`src/rtl/rf_pkg.sv`:
```
// Shared types and constants for the register-file write-port arbiter.
package rf_pkg;

  localparam int RF_XLEN      = 32;
  localparam int RF_REG_COUNT = 32;
  localparam int RF_AW        = 5;

  localparam logic [RF_AW-1:0] RF_ZERO = 5'd0;

  // One register-file write: destination register and value.
  typedef struct packed {
    logic [RF_AW-1:0]   addr;
    logic [RF_XLEN-1:0] data;
  } rf_wr_t;

endpackage

```
`src/rtl/rf_wr_fifo.sv`:
```
// Synchronous DEPTH-entry FIFO of rf_wr_t used to buffer auxiliary writes.
// Pointers carry one extra MSB so full and empty are distinguishable.
// The caller guarantees no push when full and no pop when empty.
module rf_wr_fifo
  import rf_pkg::*;
#(
  parameter int DEPTH = 4,
  localparam int AW   = $clog2(DEPTH)
) (
  input  logic        clk,
  input  logic        rst_n,
  input  logic        push_i,
  input  rf_wr_t      push_data_i,
  input  logic        pop_i,
  output rf_wr_t      head_o,
  output logic        full_o,
  output logic        empty_o,
  output logic [AW:0] count_o
);

  rf_wr_t      mem_q [DEPTH];
  logic [AW:0] wptr_q, wptr_d;
  logic [AW:0] rptr_q, rptr_d;

  // Advance the pointers on push/pop.
  always_comb begin
    // NOTE: combinational blocks use blocking '=' and assign every output a default first, so no latch is inferred.
    wptr_d = wptr_q;
    rptr_d = rptr_q;
    if (push_i) wptr_d = wptr_q + 1'b1;
    if (pop_i)  rptr_d = rptr_q + 1'b1;
  end

  // Pointer registers.
  always_ff @(posedge clk or negedge rst_n) begin
    // NOTE: sequential state uses non-blocking '<=' so every flop samples pre-edge values.
    if (!rst_n) begin
      wptr_q <= '0;
      rptr_q <= '0;
    end else begin
      wptr_q <= wptr_d;
      rptr_q <= rptr_d;
    end
  end

  // Storage write.
  // NOTE: the storage array is deliberately not reset; the pointers alone define which entries are valid.
  always_ff @(posedge clk) begin
    if (push_i) mem_q[wptr_q[AW-1:0]] <= push_data_i;
  end

  assign head_o  = mem_q[rptr_q[AW-1:0]];
  assign count_o = wptr_q - rptr_q;
  assign empty_o = (wptr_q == rptr_q);
  assign full_o  = (wptr_q[AW] != rptr_q[AW]) && (wptr_q[AW-1:0] == rptr_q[AW-1:0]);

endmodule

```
`src/rtl/rf_wr_arbiter.sv`:
```
// Write-port arbiter for the 32-entry register file. The pipeline writeback
// has priority and is never delayed on its path; auxiliary writes are queued
// and drained into idle write-port cycles. pend_mask flags registers with a
// queued auxiliary write.
// Build option: define RF_ARB_STARVE_EN to add the starvation counter that
// briefly stalls writeback so a long-waiting auxiliary write can retire.
module rf_wr_arbiter
  import rf_pkg::*;
#(
  parameter int XLEN       = RF_XLEN,
  parameter int REG_COUNT  = RF_REG_COUNT,
  parameter int DEPTH      = 4,
  parameter int STARVE_MAX = 8,
  localparam int CW        = $clog2(DEPTH) + 1
) (
  input  logic                 clk,
  input  logic                 rst_n,
  input  logic                 wb_we,
  input  logic [RF_AW-1:0]     wb_waddr,
  input  logic [XLEN-1:0]      wb_wdata,
  output logic                 wb_stall,
  input  logic                 aux_valid,
  output logic                 aux_ready,
  input  logic [RF_AW-1:0]     aux_waddr,
  input  logic [XLEN-1:0]      aux_wdata,
  output logic                 rf_we,
  output logic [RF_AW-1:0]     rf_waddr,
  output logic [XLEN-1:0]      rf_wdata,
  output logic [REG_COUNT-1:0] pend_mask,
  output logic [CW-1:0]        fifo_cnt
);

  if ((DEPTH < 2) || ((DEPTH & (DEPTH - 1)) != 0)) begin : g_depth_chk
    $error("rf_wr_arbiter: DEPTH must be a power of 2 and at least 2");
  end
  if ((STARVE_MAX < 1) || (STARVE_MAX > 255)) begin : g_starve_chk
    $error("rf_wr_arbiter: STARVE_MAX must be in 1..255");
  end
  if (XLEN != RF_XLEN) begin : g_xlen_chk
    $error("rf_wr_arbiter: XLEN must match rf_pkg::RF_XLEN");
  end

  rf_wr_t               head;
  rf_wr_t               push_data;
  logic                 fifo_full, fifo_empty;
  logic                 wb_real;
  logic                 aux_hs, push, pop;
  logic                 grant_fifo;
  logic                 stall_act;
  logic [REG_COUNT-1:0] pend_mask_q, pend_mask_d;

  // A write to r0 is architecturally void and does not claim the port.
  assign wb_real = wb_we && (wb_waddr != RF_ZERO);

  // No bypass: a full FIFO refuses even if it pops this cycle. A register
  // already pending is refused so each register has at most one queued write.
  assign aux_ready = rst_n && !fifo_full && !pend_mask_q[aux_waddr];
  assign aux_hs    = aux_valid && aux_ready;
  assign push      = aux_hs && (aux_waddr != RF_ZERO);
  assign push_data = '{addr: aux_waddr, data: aux_wdata};

  // FIFO head wins when stalling for starvation or when the pipeline is idle.
  assign grant_fifo = !fifo_empty && (stall_act || !wb_real);
  assign pop        = grant_fifo;

  assign rf_we    = rst_n && (grant_fifo || wb_real);
  assign rf_waddr = grant_fifo ? head.addr : wb_waddr;
  assign rf_wdata = grant_fifo ? head.data : wb_wdata;
  assign wb_stall = rst_n && stall_act && wb_real;

  rf_wr_fifo #(
    .DEPTH (DEPTH)
  ) u_fifo (
    .clk         (clk),
    .rst_n       (rst_n),
    .push_i      (push),
    .push_data_i (push_data),
    .pop_i       (pop),
    .head_o      (head),
    .full_o      (fifo_full),
    .empty_o     (fifo_empty),
    .count_o     (fifo_cnt)
  );

  // Pending mask: clear the retiring register, then mark the newly queued one.
  always_comb begin
    pend_mask_d = pend_mask_q;
    if (pop)  pend_mask_d[head.addr] = 1'b0;
    if (push) pend_mask_d[aux_waddr] = 1'b1;
  end

  // Pending mask register.
  always_ff @(posedge clk or negedge rst_n) begin
    if (!rst_n) pend_mask_q <= '0;
    else        pend_mask_q <= pend_mask_d;
  end

  assign pend_mask = pend_mask_q;

`ifdef RF_ARB_STARVE_EN
  logic [7:0] starve_cnt_q, starve_cnt_d;
  logic       stall_act_q, stall_act_d;
  logic       losing;

  // The queue is waiting while the pipeline takes the port.
  assign losing = !fifo_empty && !grant_fifo;

  // Starvation count and the stall flag that forces one FIFO grant.
  always_comb begin
    starve_cnt_d = starve_cnt_q;
    stall_act_d  = stall_act_q;
    if (pop || fifo_empty) begin
      starve_cnt_d = 8'd0;
    end else if (losing && (starve_cnt_q != 8'hFF)) begin
      starve_cnt_d = starve_cnt_q + 8'd1;
    end
    if (pop) begin
      stall_act_d = 1'b0;
    end else if (losing && (starve_cnt_q == 8'(STARVE_MAX - 1))) begin
      stall_act_d = 1'b1;
    end
  end

  // Starvation state registers.
  always_ff @(posedge clk or negedge rst_n) begin
    if (!rst_n) begin
      starve_cnt_q <= 8'd0;
      stall_act_q  <= 1'b0;
    end else begin
      starve_cnt_q <= starve_cnt_d;
      stall_act_q  <= stall_act_d;
    end
  end

  assign stall_act = stall_act_q;
`else
  assign stall_act = 1'b0;
`endif

endmodule

```
`config.mk`:
```
export PLATFORM = sky130hd
export DESIGN_NAME = rf_wr_arbiter
export DESIGN_NICKNAME = d
export VERILOG_FILES = /design/src/rtl/rf_pkg.sv /design/src/rtl/rf_wr_fifo.sv /design/src/rtl/rf_wr_arbiter.sv
export SDC_FILE = /design/constraint.sdc
export NUM_CORES = 1
export LEC_CHECK = 0
export CAP_MARGIN = 20
export CORE_ASPECT_RATIO = 1.1
export CORE_MARGIN = 5
export CORE_UTILIZATION = 52
export DETAILED_ROUTE_END_ITERATION = 6
export GPL_ROUTABILITY_DRIVEN = 0
export PLACE_DENSITY = 0.8
export SLEW_MARGIN = 20
export SYNTH_ARGS = -nofsm -noshare
export SYNTH_HDL_FRONTEND = slang
export SYNTH_SLANG_ARGS = --single-unit
```
`constraint.sdc`:
```
create_clock -name clk -period 5.85 [get_ports clk]
set_clock_uncertainty 0.05 [all_clocks]
set_input_delay 1.17 -clock clk [delete_from_list [all_inputs] [get_ports clk]]
set_output_delay 1.17 -clock clk [all_outputs]
set_load 0.03 [all_outputs]
```
==> results of run 1 <==
==> logic make-up (layout without fill, tap and decap cells) <==
kind of cell               after synthesis  after routing
DFF                                    186            186
muxes                                   87             87
AOI/OAI and AO/OA                       79             79
and+or+nand+nor                         59             59
buffers and inverters                   25            200
adders and majority gates                8              8
xor gates and xnor gates                 6              6
other                                    1              1
==> per-stage QoR <==
stage | setup slack [ns] | total power, uW | area [um^2]
4_1_cts | 0.600 | 4940 | 10200
5_1_grt | 0.476 | 5140 | 10200
6_report | 0.607 | 4900 | 10200
3_5_place_dp | 0.619 | 3790 | 9620
3_3_place_gp | 0.711 | 3740 | 9620
2_1_floorplan | 1.34 | 3020 | 7850
==> power breakdown <==
| part | internal (uW) | leakage [uW] | switching (uW) | total (uW) |
|---|---|---|---|---|
| logic | 919 | 0.00142 | 1140 | 2060 |
| clock network | 671 | 0.000281 | 477 | 1150 |
| registers | 1600 | 0.00183 | 87.6 | 1690 |
| total | 3190 | 0.00353 | 1710 | 4900 |
==> worst paths after layout <==
kind	to	cells after the start	slack, ns	startpoint
max	rf_wdata[22]	7	0.61	wb_waddr[1]
min	u_fifo.wptr_q[2]	1	0.44	u_fifo.wptr_q[2]
max reg2reg	u_fifo.mem_q[2][9]	8	2.71	u_fifo.wptr_q[0]
min reg2reg	u_fifo.wptr_q[2]	1	0.44	u_fifo.wptr_q[2]
max in group asynchronous	u_fifo.rptr_q[1]	2	4.20	rst_n
min in group asynchronous	u_fifo.wptr_q[0]	2	1.18	rst_n
==> sequential cells by signal, summed over array words and instances (netlist names) <==
| register | count |
|---|---|
| u_fifo.mem_q | 148 |
| pend_mask | 32 |
| u_fifo.wptr_q | 3 |
| u_fifo.rptr_q | 3 |
==> cell usage after synthesis, drive strengths merged, types with 6 or more instances <==
master,count,area share
nand2,17,0.0081
ha,7,0.011
o21ai,66,0.042
clkbuf,7,0.0033
mux2,37,0.053
mux4,39,0.11
dfrtp,38,0.12
edfxtp,148,0.57
mux2i,11,0.014
inv,6,0.0029
buf,12,0.0075
nand3b,6,0.0057
==> layout make-up <==
class	instances	area [um^2]	area share
Clock inverter	15	174	0.0170
Clock buffer	17	425	0.0416
Sequential cell	186	5400	0.528
Tap cell	196	245	0.0240
Timing Repair Buffer	162	1600	0.157
Multi-Input combinational cell	240	2350	0.230
Inverter	6	22.5	0.00220
==> layer usage <==
layer,vias to the layer above,part of all wire,global-route usage
met2,248,0.49,0.322
met4,0,0.016,0.0661
met3,32,0.093,0.0724
li1,2126,-,-
met1,2425,0.40,0.263
met5,-,0,0
==> results.py, run 1 <==
metrics = {
    "power_and_ir_drop": {
        "cellPowerDensity_nw_per_um2": 480,
        "vdd_ir_drop_max_uv": 268,
        "power_leakage_uw": 0.00353,
    },
    "synthesis": {
        "synth-compound-area-share": 0.0571,
        "synthesis.area_um2": 7850,
        "post_synthesis_sequential_element_count": 186,
        "number_of_enable_type_register_cells_in_the_synthesized_netlist": 148,
        "post_synth_xor_area_fraction": 0.00669,
        "seq_area_frac_synth": 0.687,
        "synth_flop_cell": "sky130_fd_sc_hd__edfxtp_1",
        "synthArstFlopShare": 0.204,
        "synth_simple_gate_area_share": 0.0416,
        "synth.avg_cell_area_um2": 17.4,
        "synth.distinct_cells": 44,
        "synth_top_family_by_area": "multiplexers",
        "synth.mux.area_fraction": 0.179,
        "synth_fa_ha_area_frac": 0.0137,
        "syn-num-nets": 537,
        "yosysWarningCount": 0,
        "syn_inst": 451,
    },
    "clock_network": {
        "clock_tree.htree_level_count": 4,
        "cts.reportedPaths.clkPinSlew_ns": 0.06,
        "cts_num_sinks": 186,
        "clock_tree_from_tritoncts": "yes",
        "post_cts_resized": 0,
        "cts-buffers-inserted": 17,
        "clockRootBuffer": "sky130_fd_sc_hd__clkbuf_16",
        "clk_path_buf_depth": 2,
        "worstSkewPairLatency_ns": 0.42,
        "cts_hold_buffers": 0,
        "setup_bufs_post_cts": 0,
    },
    "cells_and_area": {
        "fin_util": 0.684,
        "layout.nets": 699,
        "n_fill_cell": 1020,
        "layout-drive-gt1-share": 0.200,
        "area_delta_synth_final_pct": 30.2,
        "most_common_cell_after_layout_fill_and_taps_aside": "sky130_fd_sc_hd__clkdlybuf4s50_1",
        "layoutNonFillerInstCount": 822,
        "antenna_cells": 0,
        "mostFrequentLayoutCells": "sky130_fd_sc_hd__clkdlybuf4s50_1 (150), sky130_fd_sc_hd__edfxtp_1 (148), sky130_fd_sc_hd__o21ai_0 (64)",
    },
    "worst_setup_path": {
        "cpLargestDelayFamily": "buffers and inverters",
        "critPathArrivalTime_ns": 4.02,
        "critPathCaptureType": "output port",
        "cpMaxStageDelayCell": "sky130_fd_sc_hd__clkdlybuf4s50_1",
        "worst-path-buf-inv": 3,
        "kind_of_critical_path": "input pin to output port",
        "cp_cell_sequence": "clkdlybuf4s50_1 > or4_1 > o21ai_0 > and2_2 > buf_12 > mux2_2 > clkdlybuf4s50_1",
        "timing.critical_path.mode_cell": "sky130_fd_sc_hd__clkdlybuf4s50_1",
        "critical_path_required_ns": 4.63,
        "worst_path_largest_cell_delay_ns": 0.62,
        "critical_path.max_fanout": 35,
        "worstSetupStartpointType": "input pin",
    },
    "route": {
        "detail_route.vias_per_cell": 5.88,
        "via_count": 4831,
        "drt_first_pass_iters": 6,
        "wl_cell_um": 21.4,
        "totalWireLength_um": 17600,
        "iteration_0_drc_markers": 393,
        "antenna_left": 0,
        "drt_drc_violations_left": 0,
    },
    "floorplanning": {
        "die-area_um2": 17700,
        "start_util": 0.526,
        "row_count": 47,
        "core_box_area_um2": 14900,
        "floorplan.die.height_um": 139,
        "die_w_um": 127,
        "top_level_ports": 153,
    },
    "timing": {
        "post-route-period-util": 0.896,
        "relSlewSlack": 0.479,
        "grt_setup_unrepaired": "no",
        "drv_slew": 0,
        "report.final.hold_viol_count": 0,
        "report.final.setup_viol": 0,
        "post-route-min-period_ns": 5.24,
        "worst_slew_pin_slew_ns": 0.781,
        "tns_ns": 0,
        "maxClockFrequency_mhz": 191,
        "holdWs_ns": 0.443,
    },
    "grt": {
        "grt_pass1_vias": 5145,
        "antenna_violations_before_repair": 0,
        "globalRouteTotalUtil": 0.203,
        "wire_length_of_the_first_global_routing_pass_um": 27500,
        "grt-ovfl-total": 0,
        "grt_max_degree": 40,
    },
    "hold_path": {
        "holdCritPathClass": "flip-flop to flip-flop",
    },
    "flow_run": {
        "cap_violations": 0,
    },
    "placement": {
        "numPlacedInstances": 790,
        "dp_hpwl_um": 11400,
        "place.port_buffers": 151,
    },
    "status": {
        "status": "finished clean",
    },
}
Power figures use the tool's default switching activity.
==> inputs of run 2 (changes only) <==
==> constraint.sdc (replaced) <==
create_clock -name clk -period 5.85 [get_ports clk]
set_clock_uncertainty 0.05 [all_clocks]
set_input_delay 0.8775 -clock clk [delete_from_list [all_inputs] [get_ports clk]]
set_output_delay 0.8775 -clock clk [all_outputs]
set_load 0.03 [all_outputs]
==> results.py, run 2 (synthesis results as in run 1) <==
metrics = {
    "hold_path": {
        "hold_start": "u_fifo.rptr_q[2]",
        "worstHoldPathCells": 1,
        "holdCritPathClass": "flip-flop to flip-flop",
        "end_point_of_the_most_critical_hold_path": "u_fifo.rptr_q[2]",
    },
    "floorplanning": {
        "die_w_um": 127,
        "core_box_area_um2": 14900,
        "die-area_um2": 17700,
        "floorplan.die.height_um": 139,
        "start_util": 0.526,
        "row_count": 47,
        "top_level_ports": 153,
    },
    "route": {
        "iteration_0_drc_markers": 522,
        "antenna_left": 0,
        "top_layer": "met4",
        "drt_first_pass_iters": 5,
        "routedLengthMet1_um": 7050,
        "wl_cell_um": 21.3,
        "drt_drc_violations_left": 0,
        "dr_wl_met3_um": 1490,
        "totalWireLength_um": 17600,
        "detail_route.vias_per_cell": 5.97,
        "via_count": 4925,
        "met2WireLength_um": 8620,
    },
    "timing": {
        "maxClockFrequency_mhz": 202,
        "worst_slew_pin_slew_ns": 0.775,
        "post-route-period-util": 0.848,
        "holdWs_ns": 0.451,
        "relSlewSlack": 0.484,
        "post-route-min-period_ns": 4.96,
        "report.final.hold_viol_count": 0,
        "tns_ns": 0,
        "drv_slew": 0,
        "report.final.setup_viol": 0,
        "grt_setup_unrepaired": "no",
    },
    "grt": {
        "antenna_violations_before_repair": 0,
        "globalRouteTotalUtil": 0.206,
        "wire_length_of_the_first_global_routing_pass_um": 27900,
        "grt_pass1_vias": 5154,
        "grt_max_degree": 44,
        "grt-ovfl-total": 0,
    },
    "clock_network": {
        "clock_tree.htree_level_count": 4,
        "clockRootBuffer": "sky130_fd_sc_hd__clkbuf_16",
        "cts-buffers-inserted": 17,
        "cts_hold_buffers": 0,
        "setup_bufs_post_cts": 0,
        "post_cts_resized": 0,
        "cts_num_sinks": 186,
        "clock_tree_from_tritoncts": "yes",
        "clk_path_buf_depth": 2,
        "worstSkewPairLatency_ns": 0.42,
        "cts.reportedPaths.clkPinSlew_ns": 0.06,
    },
    "worst_setup_path": {
        "worst-r2r-cell-count": 8,
        "crit-reg2reg-launch": "u_fifo.wptr_q[0]",
        "critical_path.max_fanout": 10,
        "ff2ff_setup_slack_ns": 2.56,
        "kind_of_critical_path": "input pin to output port",
        "worst-path-buf-inv": 3,
        "critPathCaptureType": "output port",
        "cpLargestDelayFamily": "buffers and inverters",
        "worst_path_largest_cell_delay_ns": 0.75,
        "cpMaxStageDelayCell": "sky130_fd_sc_hd__clkdlybuf4s50_1",
        "worstReg2RegEnd": "u_fifo.mem_q[0][5]",
        "worstSetupStartpointType": "input pin",
        "cp_cell_sequence": "clkdlybuf4s50_1 > buf_4 > mux2i_1 > nor2_1 > o32ai_1 > nand2_1 > a311oi_1 > clkdlybuf4s50_1",
        "critPathArrivalTime_ns": 4.03,
        "timing.critical_path.mode_cell": "sky130_fd_sc_hd__clkdlybuf4s50_1",
        "critical_path_required_ns": 4.92,
    },
    "cells_and_area": {
        "layout.nets": 702,
        "footprint_of_the_multi_input_gates_um2": 2350,
        "mostFrequentLayoutCells": "sky130_fd_sc_hd__clkdlybuf4s50_1 (151), sky130_fd_sc_hd__edfxtp_1 (148), sky130_fd_sc_hd__o21ai_0 (64)",
        "area.sequential_um2": 5400,
        "most_common_cell_after_layout_fill_and_taps_aside": "sky130_fd_sc_hd__clkdlybuf4s50_1",
        "area_delta_synth_final_pct": 31.0,
        "antenna_cells": 0,
        "n_fill_cell": 1024,
        "largest_register_ff_count": 148,
        "layout-drive-gt1-share": 0.202,
    },
    "power_and_ir_drop": {
        "vdd_ir_drop_max_uv": 292,
        "cellPowerDensity_nw_per_um2": 485,
        "power_leakage_uw": 0.00357,
    },
    "status": {
        "status": "finished clean",
    },
    "placement": {
        "place.port_buffers": 151,
        "dp_hpwl_um": 11800,
    },
    "flow_run": {
        "cap_violations": 0,
    },
}
[run 2: how the worst max path moves through the flow]
| stage | from | endpoint | slack [ns] | cells past startpoint |
|---|---|---|---|---|
| after floorplan | aux_waddr[1] | aux_ready | 1.93 | 7 |
| after global placement | aux_waddr[1] | aux_ready | 1.04 | 9 |
| after detailed placement | aux_waddr[1] | aux_ready | 0.94 | 8 |
| after CTS | aux_waddr[1] | aux_ready | 0.98 | 8 |
| after global routing | aux_waddr[1] | aux_ready | 0.75 | 8 |
| final | aux_waddr[1] | aux_ready | 0.89 | 8 |
[run 2: stage by stage]
| stage | cell area (um^2) | util | setup WS (ns) | total power [uW] | instances |
|---|---|---|---|---|---|
| detailed placement | 9640 | 0.645 | 0.937 | 3780 | 793 |
| floorplan | 7850 | - | 1.93 | 3020 | 451 |
| global placement | 9640 | 0.645 | 1.04 | 3740 | 793 |
| global route | 10300 | 0.688 | 0.750 | 5220 | 825 |
| finish | 10300 | 0.688 | 0.888 | 4990 | 825 |
| CTS | 10300 | 0.688 | 0.982 | 5030 | 825 |
[run 2: worst reg2reg max path: stages, from the launching register on]
cell and delay (ns):
sky130_fd_sc_hd__dfrtp_1 0.40, sky130_fd_sc_hd__inv_1 0.16, sky130_fd_sc_hd__ha_1 0.31, sky130_fd_sc_hd__nand2_1 0.08, sky130_fd_sc_hd__o21ai_0 0.18, sky130_fd_sc_hd__a2111oi_4 0.53, sky130_fd_sc_hd__and3_1 0.35, sky130_fd_sc_hd__and2_2 0.49
sky130_fd_sc_hd__buf_4 0.41
[run 2: cell type report]
type                            count  share of cell area
Tap cell                          196              0.0238
Multi-Input combinational cell    240               0.229
Clock buffer                       18              0.0417
Timing Repair Buffer              165               0.157
Clock inverter                     14              0.0212
Inverter                            6             0.00219
Sequential cell                   186               0.525
[run 2: routing by layer]
layer,vias to the layer above,global-route usage
met5,-,0
met2,296,0.326
met1,2447,0.275
met3,52,0.0566
met4,0,0.0757
li1,2130,-
[run 2: report_power, final]
| part | internal, uW | switching [uW] | total [uW] |
|---|---|---|---|
| sequential | 1600 | 94.4 | 1700 |
| combinational | 914 | 1140 | 2060 |
| clock | 761 | 476 | 1240 |
